==> src/rtl/collision_scheduler.sv <==
// rtl/collision_scheduler.sv - per-frame T-rex vs obstacle collision checker sharing one box comparator
module collision_scheduler #(
    parameter int MAX_OBSTACLES = 3,
    parameter int IDX_W         = 2
) (
    input  logic                     clk,
    input  logic                     rst,
    input  logic                     start,
    input  logic                     clear,
    input  logic signed [11:0]       trex_x,
    input  logic signed [11:0]       trex_y,
    input  logic [9:0]               trex_w,
    input  logic [9:0]               trex_h,
    input  logic                     trex_duck,
    input  logic [MAX_OBSTACLES-1:0] obs_valid,
    input  logic signed [10:0]       obs_x    [MAX_OBSTACLES],
    input  logic [9:0]               obs_y    [MAX_OBSTACLES],
    input  logic [9:0]               obs_w    [MAX_OBSTACLES],
    input  logic [9:0]               obs_h    [MAX_OBSTACLES],
    input  logic [1:0]               obs_size [MAX_OBSTACLES],
    input  logic [1:0]               obs_kind [MAX_OBSTACLES],
    output logic                     busy,
    output logic                     done,
    output logic                     hit,
    output logic [IDX_W-1:0]         hit_index
);

    typedef enum logic [1:0] {IDLE, COARSE, FINE, FINISH} state_t;

    typedef struct packed {
        logic signed [13:0] x;
        logic signed [13:0] y;
        logic signed [13:0] w;
        logic signed [13:0] h;
    } box_t;

    function automatic box_t mk(input int x, input int y, input int w, input int h);
        mk.x = 14'(x);
        mk.y = 14'(y);
        mk.w = 14'(w);
        mk.h = 14'(h);
    endfunction

    // Strict overlap; degenerate boxes never collide.
    function automatic logic overlap(input box_t a, input box_t b);
        return (a.w > 0) && (a.h > 0) && (b.w > 0) && (b.h > 0) &&
               (a.x < b.x + b.w) && (b.x < a.x + a.w) &&
               (a.y < b.y + b.h) && (b.y < a.y + a.h);
    endfunction

    state_t state, state_next;

    logic signed [11:0]       s_tx, s_ty;
    logic [9:0]               s_tw, s_th;
    logic                     s_duck;
    logic [MAX_OBSTACLES-1:0] s_valid;
    logic signed [10:0]       s_ox   [MAX_OBSTACLES];
    logic [9:0]               s_oy   [MAX_OBSTACLES];
    logic [9:0]               s_ow   [MAX_OBSTACLES];
    logic [9:0]               s_oh   [MAX_OBSTACLES];
    logic [1:0]               s_size [MAX_OBSTACLES];
    logic [1:0]               s_kind [MAX_OBSTACLES];

    logic [IDX_W-1:0] i;
    logic [2:0]       t, o;

    logic signed [10:0] sel_ox;
    logic [9:0]         sel_oy, sel_ow, sel_oh;
    logic [1:0]         sel_size, sel_kind;
    logic               sel_valid;

    logic signed [13:0] tx, ty, tw, th, ox, oy, ow, oh, osz, ow_tot;
    logic signed [13:0] edge_w0, edge_w2;
    box_t tbox, obox, cmp_a, cmp_b;
    logic ovl, slot_skip, slot_last, o_last_hit, t_last_hit;
    logic [2:0] t_last, o_last;

    assign sel_ox    = s_ox[i];
    assign sel_oy    = s_oy[i];
    assign sel_ow    = s_ow[i];
    assign sel_oh    = s_oh[i];
    assign sel_size  = s_size[i];
    assign sel_kind  = s_kind[i];
    assign sel_valid = s_valid[i];

    assign tx     = {{2{s_tx[11]}}, s_tx};
    assign ty     = {{2{s_ty[11]}}, s_ty};
    assign tw     = {4'd0, s_tw};
    assign th     = {4'd0, s_th};
    assign ox     = {{3{sel_ox[10]}}, sel_ox};
    assign oy     = {4'd0, sel_oy};
    assign ow     = {4'd0, sel_ow};
    assign oh     = {4'd0, sel_oh};
    assign osz    = {12'd0, sel_size};
    assign ow_tot = ow * osz;

    assign edge_w0 = sel_kind[0] ? 14'sd7  : 14'sd5;
    assign edge_w2 = sel_kind[0] ? 14'sd10 : 14'sd7;

    always_comb begin
        tbox = mk(0, 0, 0, 0);
        if (s_duck) begin
            tbox = mk(1, 18, 55, 25);
        end else begin
            case (t)
                3'd0:    tbox = mk(22, 0, 17, 16);
                3'd1:    tbox = mk(1, 18, 30, 9);
                3'd2:    tbox = mk(10, 35, 14, 8);
                3'd3:    tbox = mk(1, 24, 29, 5);
                3'd4:    tbox = mk(5, 30, 21, 4);
                3'd5:    tbox = mk(9, 34, 15, 4);
                default: tbox = mk(0, 0, 0, 0);
            endcase
        end
    end

    always_comb begin
        obox = mk(0, 0, 0, 0);
        case (sel_kind)
            2'd0: case (o)
                3'd0:    obox = mk(0, 7, 5, 27);
                3'd1:    obox = mk(4, 0, 6, 34);
                3'd2:    obox = mk(10, 4, 7, 14);
                default: obox = mk(0, 0, 0, 0);
            endcase
            2'd1: case (o)
                3'd0:    obox = mk(0, 12, 7, 38);
                3'd1:    obox = mk(8, 0, 7, 49);
                3'd2:    obox = mk(13, 10, 10, 38);
                default: obox = mk(0, 0, 0, 0);
            endcase
            2'd2: case (o)
                3'd0:    obox = mk(15, 15, 16, 5);
                3'd1:    obox = mk(18, 21, 24, 6);
                3'd2:    obox = mk(2, 14, 4, 3);
                3'd3:    obox = mk(6, 10, 4, 7);
                3'd4:    obox = mk(10, 8, 6, 9);
                default: obox = mk(0, 0, 0, 0);
            endcase
            default: obox = mk(0, 0, 0, 0);
        endcase
        // Grouped cacti stretch the middle box and push the right box to the far edge.
        if (!sel_kind[1] && sel_size > 2'd1) begin
            if (o == 3'd1) obox.w = ow_tot - edge_w0 - edge_w2;
            if (o == 3'd2) obox.x = ow_tot - edge_w2;
        end
    end

    always_comb begin
        cmp_a = mk(0, 0, 0, 0);
        cmp_b = mk(0, 0, 0, 0);
        if (state == FINE) begin
            cmp_a.x = tx + tbox.x;
            cmp_a.y = ty + tbox.y;
            cmp_a.w = tbox.w;
            cmp_a.h = tbox.h;
            cmp_b.x = ox + obox.x;
            cmp_b.y = oy + obox.y;
            cmp_b.w = obox.w;
            cmp_b.h = obox.h;
        end else begin
            cmp_a.x = tx + 14'sd1;
            cmp_a.y = ty + 14'sd1;
            cmp_a.w = tw - 14'sd2;
            cmp_a.h = th - 14'sd2;
            cmp_b.x = ox + 14'sd1;
            cmp_b.y = oy + 14'sd1;
            cmp_b.w = ow_tot - 14'sd2;
            cmp_b.h = oh - 14'sd2;
        end
    end

    assign ovl        = overlap(cmp_a, cmp_b);
    assign slot_skip  = !sel_valid || (sel_kind == 2'd3);
    assign slot_last  = (i == IDX_W'(MAX_OBSTACLES - 1));
    assign t_last     = s_duck ? 3'd0 : 3'd5;
    assign o_last     = (sel_kind == 2'd2) ? 3'd4 : 3'd2;
    assign t_last_hit = (t == t_last);
    assign o_last_hit = (o == o_last);

    always_comb begin
        state_next = state;
        case (state)
            IDLE:   if (start) state_next = COARSE;
            COARSE: begin
                if (!slot_skip && ovl) state_next = FINE;
                else if (slot_last)    state_next = FINISH;
            end
            FINE: begin
                if (ovl)                            state_next = FINISH;
                else if (t_last_hit && o_last_hit)  state_next = slot_last ? FINISH : COARSE;
            end
            FINISH: state_next = IDLE;
            default: state_next = IDLE;
        endcase
    end

    always_ff @(posedge clk or negedge rst) begin
        if (!rst) state <= IDLE;
        else      state <= state_next;
    end

    always_ff @(posedge clk or negedge rst) begin
        if (!rst) begin
            hit       <= 1'b0;
            hit_index <= '0;
            i         <= '0;
            t         <= '0;
            o         <= '0;
            s_tx      <= '0;
            s_ty      <= '0;
            s_tw      <= '0;
            s_th      <= '0;
            s_duck    <= 1'b0;
            s_valid   <= '0;
            for (int k = 0; k < MAX_OBSTACLES; k++) begin
                s_ox[k]   <= '0;
                s_oy[k]   <= '0;
                s_ow[k]   <= '0;
                s_oh[k]   <= '0;
                s_size[k] <= '0;
                s_kind[k] <= '0;
            end
        end else begin
            case (state)
                IDLE: begin
                    if (clear) begin
                        hit       <= 1'b0;
                        hit_index <= '0;
                    end
                    if (start) begin
                        i       <= '0;
                        t       <= '0;
                        o       <= '0;
                        s_tx    <= trex_x;
                        s_ty    <= trex_y;
                        s_tw    <= trex_w;
                        s_th    <= trex_h;
                        s_duck  <= trex_duck;
                        s_valid <= obs_valid;
                        for (int k = 0; k < MAX_OBSTACLES; k++) begin
                            s_ox[k]   <= obs_x[k];
                            s_oy[k]   <= obs_y[k];
                            s_ow[k]   <= obs_w[k];
                            s_oh[k]   <= obs_h[k];
                            s_size[k] <= obs_size[k];
                            s_kind[k] <= obs_kind[k];
                        end
                    end
                end
                COARSE: begin
                    if (!slot_skip && ovl) begin
                        t <= '0;
                        o <= '0;
                    end else if (!slot_last) begin
                        i <= i + 1'b1;
                    end
                end
                FINE: begin
                    if (ovl) begin
                        hit       <= 1'b1;
                        hit_index <= i;
                    end else if (o_last_hit) begin
                        o <= '0;
                        if (!t_last_hit)     t <= t + 3'd1;
                        else if (!slot_last) i <= i + 1'b1;
                    end else begin
                        o <= o + 3'd1;
                    end
                end
                default: ;
            endcase
        end
    end

    assign busy = (state == COARSE) || (state == FINE);
    assign done = (state == FINISH);

endmodule

==> config.mk <==
export PLATFORM = sky130hd
export DESIGN_NAME = collision_scheduler
export DESIGN_NICKNAME = d
export VERILOG_FILES = /design/src/rtl/collision_scheduler.sv
export SDC_FILE = /design/constraint.sdc
export NUM_CORES = 1
export LEC_CHECK = 0
export CAP_MARGIN = 10
export CORE_UTILIZATION = 59
export CTS_CLUSTER_DIAMETER = 40
export DETAILED_ROUTE_END_ITERATION = 10
export GPL_ROUTABILITY_DRIVEN = 0
export GPL_TIMING_DRIVEN = 1
export MAX_ROUTING_LAYER = met4
export PLACE_DENSITY = 0.83
export SLEW_MARGIN = 20
export SYNTH_ARGS = -nofsm -noshare
export SYNTH_HDL_FRONTEND = slang
export SYNTH_SLANG_ARGS = --single-unit
==> constraint.sdc <==
create_clock -name clk -period 13.23 [get_ports clk]
set_input_delay 3.969 -clock clk [delete_from_list [all_inputs] [get_ports clk]]
set_output_delay 3.969 -clock clk [all_outputs]
set_load 0.005 [all_outputs]
Word level (Yosys, flattened, before mapping)
Cells that the tools add are included.
- register bits: 196
- input bits: 187
- output and inout bits: 5
- logic and storage cells: 186
- add/sub/neg operators: 22
- $mul: 1
- magnitude comparators: 11
- eq/ne operators: 29
- muxes and demuxes: 65
- bitwise gates (word level): 1
- reduce and logical (&&, ||, !) cells: 27
- operators with widths (kind ; count):
    $pmux 47 s6 ; 1
    $pmux 46 s3 ; 2
    $pmux 47 s5 ; 1
    $mux 56 ; 3
    $pmux 56 s3 ; 1
    $bmux 10 s2 ; 3
    $mux 10 ; 6
    $add 14x14->14 ; 4
    $gt 14x1->1 const B ; 4
    $lt 14x14->1 ; 4
    $mux 14 ; 4
    $mux 2 ; 19
    $sub 10x2->11 const B ; 3
    $add 11x14->14 ; 2
    $add 12x14->14 ; 2
    $mux 3 ; 9
    $add 12x2->13 const B ; 2
    $bmux 11 s2 ; 1
    $mux 11 ; 2
    $ne 2x2->1 const B ; 9
    $pmux 3 s3 ; 2
    $sub 13x5->14 ; 1
    $sub 12x2->13 const B ; 1
    $sub 12x3->13 ; 1
    36 further kinds ; 69

Logic depth before layout (Yosys ltp)
Gate-level depths: netlist (run 1).
- depth after elaboration: 20
- mapped depth: 51
- depth with buffers taken out: 45

Least setup slack after synthesis (run 1)
No wires, ideal clock.
- path kind: flip-flop to flip-flop
- start: reg i[0]
- end: reg o[0]
- arrival: 9.993 ns
- slack: 3.112 ns
- cell stages (with the launch flop): 50
- clock period less this slack: 10.118 ns
- path through: dfrtp_1 -> buf_4 -> buf_6 -> buf_2 -> buf_1 -> buf_1 -> clkbuf_1 -> mux2i_1 -> nor2_1 -> a21oi_1 -> nor2_1 -> ha_1 -> inv_1 -> fa_1 -> inv_1 -> ha_1 -> a31oi_1 -> xnor2_1 -> [14 not listed] -> ha_1 -> o41ai_1 -> o21ai_0 -> xnor2_1 -> xor2_1 -> ha_1 -> nand4_1 -> nor2_1 -> nand2_1 -> o21ai_0 -> mux2i_1 -> nand3_1 -> a211oi_1 -> nand4b_1 -> nor3_1 -> a21boi_2 -> or4b_4 -> mux2_4
- cells in the longest elaborated chain, start to end: 20
- elaborated cells between the ends (all ways): 72
- those cells by class: add/sub: 11; mul: 1; order compare: 7; eq/ne: 6; mux: 32; bitwise: 1; reduce/logical: 14
- RTL lines (item ; RTL line ; text):
    start, declared ; 64 ; logic [IDX_W-1:0] i;
    start signal, assigned ; 256 ; i <= i + 1'b1;
    start signal, assigned ; 266 ; else if (!slot_last) i <= i + 1'b1;
    branches (longest 20 deep; another with $add 11x14->14) ; -- ;
    end signal, assigned ; 268 ; o <= o + 3'd1;
    end, declared ; 65 ; logic [2:0] t, o;
Parallel ways; which one is timed is not known. The select of a mux whose other input is x is not followed.
A chain may end at the register's enable or synchronous reset.

Worst setup path in the final report (run 1)
- start: reg i[1]
- end: reg o[2]
Same word-level chain as after synthesis.

==> reports/results.ini, run 1 <==
[worst_setup_path]
critPathLaunchType=register
worstSetupPathType=register to register
worstPathRequired_ns=13.57
cp_max_fo=31
cp_num_buf_inv=4
rr_startpoint=i[1]
path_depth=42
rr_worst_depth=42
worstSetupEndpoint=o[2]
critPathLaunch=i[1]
slowest_stage=dfrtp_1
r2r_slack_ns=2.49
critPathCaptureType=register
crit_top_cell=o21ai_0
cp_data_arrival_time_ns=11.07
r2r_end=o[2]
crit_family=compound AO/OA/AOI/OAI gates
slowest_delay_ns=0.79

[placement]
place.port_buffers=191
hpwlAfterDp_um=36000
dp_worst_setup_slack_ns=2.68

[timing]
setup_tns_ns=0
tightest_slew_ns=1.09
fin_crit_sh=0.811
setup_slack_ns=2.49
clock.fmax_mhz=93.1
fin_crit_ns=10.74
rsz0062_at_grt=false
maxSlewHeadroom=0.273
holdWs_ns=0.510
finalSetupViolations=0
finClkSkew_ns=0.0176
maxSlewViolCount=0
final_hold_viol_count=0

[yosys]
synth-simple-area-share=0.152
yosys_warnings=0
synth_top_area_cell=dfrtp_1
synth-edff-count=0
avgSynthCellArea_um2=9.11
synth-compound-area-share=0.165
ys_seq_area_frac=0.281
synth_area_leaders=dfrtp_1, mux2_2, ha_1, xnor2_1, a21oi_1
synth.top_cell.area_share=0.281
syn_inst=1919
synthAdderAreaFrac=0.133
synth_nets=2286
async_flop_share=1.00
ys_types=102
syn_area_um2=17500
ys_seq_elements=196
synth.area.mux_share=0.156
synth_xor_xnor_area_share=0.0739
synth_top_family_by_area=compound AO/OA/AOI/OAI gates
synth-main-ff-cell=dfrtp_1

[route]
wl_per_cell_um=19.1
vias=15300
wl_um=47200
drt_first_pass_iters=8
post-route-drc-count=0
antenna_left=0
avgViaCountPerCell=6.21
drtIter0Drc=1153

[clocking]
clockBufferDepth=2
root_buffer=clkbuf_16
clk_pin_slew_ns=0.07
cts_resized=0
cts.sinks=196
htreeDepth=4
ctsHoldBuffers=0
postCtsSetupBuffers=0
cts_tree=built
clk_latency_ns=0.46
cts_buffers=17

[finish]
area_growth_pct=16.0
fill_cells=2120
layout.nets=2435
drive_gt1_frac=0.140

[floorplanning]
core-area_um2=28900
die_w_um=174
die_h_um=174
die_area_um2=30300
initial_core_util=0.604
num_rows=62
io_pins=192

[job]
max-cap-violations=0

[global_route]
grt_max_degree=102
grt_pass1_wl_um=75600
grt_pass1_vias=15000
antenna_found_initial=0
grt_use_total=0.320
grt_overflow=0

[status]
outcome=finished clean

[worst_hold_path]
min_path_type=register to register

[cell families after synthesis]
family          Yosys count
compound gates          451
xor+xnor                144
fa+ha+maj               180
buf+inv                 173
flops                   196
mux                     246
simple gates            529
[worst min path at each step]
stage,start,end,depth (start not counted)
after detailed placement,s_ow[19],s_ow[19],1
after CTS,s_oh[3],s_oh[3],1
after global placement,s_kind[5],s_kind[5],1
final,s_ow[24],s_ow[24],1
after floorplan,s_kind[1],s_kind[1],1
after global routing,s_ox[30],s_ox[30],1
[metrics by stage]
| stage | std cells | cell area (um2) | util |
|---|---|---|---|
| 2_1_floorplan | 1919 | 17500 | - |
| 3_3_place_gp | 2433 | 19700 | 0.680 |
| 3_5_place_dp | 2433 | 19700 | 0.680 |
| 4_1_cts | 2465 | 20300 | 0.700 |
| 5_1_grt | 2465 | 20300 | 0.700 |
| 6_report | 2466 | 20300 | 0.700 |
[layer usage]
layer	share of wire	global-route usage
met1	0.43	0.402
met5	0	-
met4	0.037	0.130
met3	0.070	0.0586
met2	0.46	0.509
[state kept, by name, summed over array words and instances (netlist names), 6 cells and up]
| name | flops |
|---|---|
| s_ty | 12 |
| s_oy | 30 |
| s_tx | 12 |
| s_oh | 30 |
| s_ow | 30 |
| s_ox | 33 |
| s_kind | 6 |
| s_th | 10 |
| s_size | 6 |
| s_tw | 10 |
[synth_stat cells, types with 33 or more instances]
master    number
dfrtp_1      196
mux2_2       192
ha_1         170
nor2_1       161
a21oi_1      123
o21ai_0      120
nand2_1      110
inv_1         98
xnor2_1       80
xor2_1        61
clkbuf_1      54
mux2i_1       51
nand3_1       45
nor3_1        43
nor2b_1       34
a21o_1        33
[cell usage in the layout (no fill, tap or decap), drive strengths merged, types with 11 or more instances in the layout]
| master | synthesis | routed |
|---|---|---|
| o211ai | 13 | 13 |
| clkbuf | 54 | 20 |
| a21oi | 125 | 125 |
| nand2b | 27 | 27 |
| nand3 | 47 | 47 |
| nor4 | 12 | 12 |
| a21o | 33 | 33 |
| o22ai | 14 | 14 |
| buf | 18 | 11 |
| ha | 170 | 170 |
| xor2 | 63 | 63 |
| o21ai | 126 | 126 |
| xnor2 | 80 | 80 |
| and3 | 21 | 21 |
| dfrtp | 196 | 196 |
| mux2i | 52 | 52 |
| a31oi | 12 | 12 |
| o21a | 13 | 13 |
| nand2 | 111 | 111 |
| mux2 | 194 | 194 |
| inv | 101 | 108 |
| nand4 | 15 | 15 |
| nor2 | 162 | 162 |
| a211oi | 18 | 18 |
| nor3 | 47 | 47 |
| clkdlybuf4s50 | 0 | 190 |
| nor2b | 35 | 35 |
[final cells by class]
type                            instances  area [um2]  share of cell area
Multi-Input combinational cell       1550       11900               0.588
Sequential cell                       196        4910               0.242
Timing Repair Buffer                  202        2000              0.0986
Tap cell                              384         480              0.0237
Clock buffer                           19         453              0.0223
Inverter                              101         379              0.0187
Clock inverter                         13         135             0.00667
Antenna cell                            1        2.50            0.000123
Power of run 1 is left out: the tool's default activity adds up to more than one toggle a clock period on the data nets, which glitch-free logic cannot reach.
==> inputs of run 2 (changes only) <==
==> constraint.sdc (replaced) <==
create_clock -name clk -period 10.8 [get_ports clk]
set_input_delay 3.24 -clock clk [delete_from_list [all_inputs] [get_ports clk]]
set_output_delay 3.24 -clock clk [all_outputs]
set_load 0.005 [all_outputs]
==> run 2 against run 1 <==
Effect of this change:
- final area increased by 0.48%
- highest routed layer unchanged
- clock skew decreased by 0.0031 ns
- flip-flop and latch count is the same
- critical path type unchanged
- non-clock buffer count is 8 higher
==> reports/results.ini, run 2 (same netlist as run 1, synthesis figures left out) <==
[status]
outcome=finished clean

[timing]
fin_crit_sh=0.937
tightest_slew_ns=1.29
finalSetupViolations=0
final_hold_viol_count=0
clock.fmax_mhz=98.9
finClkSkew_ns=0.0144
maxSlewHeadroom=0.128
fin_crit_ns=10.11
maxSlewViolCount=0
setup_tns_ns=0
setup_slack_ns=0.685

[placement]
dp_worst_setup_slack_ns=0.787
placedCellCount=2438
hpwlAfterDp_um=36100
place.port_buffers=191

[worst_setup_path]
rr_worst_depth=43
worstSetupPathType=register to register
r2r_end=o[2]
rr_startpoint=i[0]
slowest_stage=fa_1
cp_max_fo=16
crit_top_cell=o21ai_0
critPathCaptureType=register
r2r_slack_ns=0.69
slowest_delay_ns=0.62
worstPathRequired_ns=11.14
critPathLaunchType=register
critPathLaunch=i[0]
worstSetupEndpoint=o[2]
cp_data_arrival_time_ns=10.46

[route]
drtIter0Drc=1132
drt_first_pass_iters=6
wl_per_cell_um=19.1
antenna_left=0
avgViaCountPerCell=6.22
post-route-drc-count=0
wl_um=47100
vias=15400

[global_route]
grt_use_total=0.324
grt_pass1_vias=15400
grt_max_degree=92
grt_pass1_wl_um=77300
grt_overflow=0
antenna_found_initial=0

[finish]
top_register=s_ox
n_antenna_cell=0
drive_gt1_frac=0.143
area_growth_pct=16.5
layout_common_cells=dfrtp_1, mux2_2, clkdlybuf4s50_1, ha_1, nor2_1
layout.nets=2443
largest_reg_flops=33
post_layout_nonfiller_instances=2473
layout_commonest_cell=dfrtp_1

[clocking]
cts_buffers=17
htreeDepth=4
clk_pin_slew_ns=0.08
cts_tree=built
root_buffer=clkbuf_16
ctsHoldBuffers=0
cts.sinks=196
clockBufferDepth=2
clk_latency_ns=0.46

[floorplanning]
die_w_um=174
num_rows=62
die_h_um=174
initial_core_util=0.604
core-area_um2=28900
die_area_um2=30300
io_pins=192

[worst_hold_path]
min_path_type=register to register
whs_path_depth=1
holdCritStartpoint=s_ox[25]

[job]
max-cap-violations=0

## run 2: critical path, delay by kind of cell, from the launching register on
family | cells | cell delay [ns]
DFF | 1 | 0.60
adders and majority gates | 6 | 2.09
AOI/OAI and AO/OA | 19 | 3.73
buffers and inverters | 3 | 0.40
muxes | 2 | 0.71
and+or+nand+nor | 10 | 2.06
xor gates and xnor gates | 3 | 0.42
## run 2: how the worst min path moves through the flow
stage / endpoint / slack (ns)
global placement: s_kind[3] / 0.48
CTS: s_kind[1] / 0.51
floorplan: s_kind[1] / 0.47
detailed placement: s_size[4] / 0.49
global route: s_ox[20] / 0.52
finish: s_ox[25] / 0.51
## run 2: area by class of cell
type | count | area (um2)
tap | 384 | 480
fill | 2171 | 8570
timing repair buffer | 210 | 2060
multi-input combinational | 1550 | 11900
sequential | 196 | 4910
clock inverter | 14 | 189
inverter | 101 | 379
clock buffer | 18 | 429
## run 2: metal layers
layer | wire length (um) | global-route usage | up-vias
met1 | 20300 | 0.411 | 7425
met4 | 1720 | 0.130 | 0
met3 | 3160 | 0.0556 | 99
met2 | 21900 | 0.514 | 611
met5 | 0 | - | -
li1 | - | - | 7253
## run 2: repair_timing
| action | CTS | global route |
|---|---|---|
| gates resized for setup | 0 | 3 |
| endpoints found under the hold margin | 0 | 0 |
| buffers inserted | 0 | 3 |
| setup endpoints to repair | 0 | 3 |
## run 2: per-stage QoR
step | cell area, um2 | hold WS (ns) | util
after floorplan | 17500 | 0.471 | -
after global placement | 19700 | 0.485 | 0.681
after detailed placement | 19700 | 0.492 | 0.681
after CTS | 20300 | 0.508 | 0.703
after global routing | 20400 | 0.517 | 0.704
final | 20400 | 0.509 | 0.704
Power of run 2 is left out for the same reason.
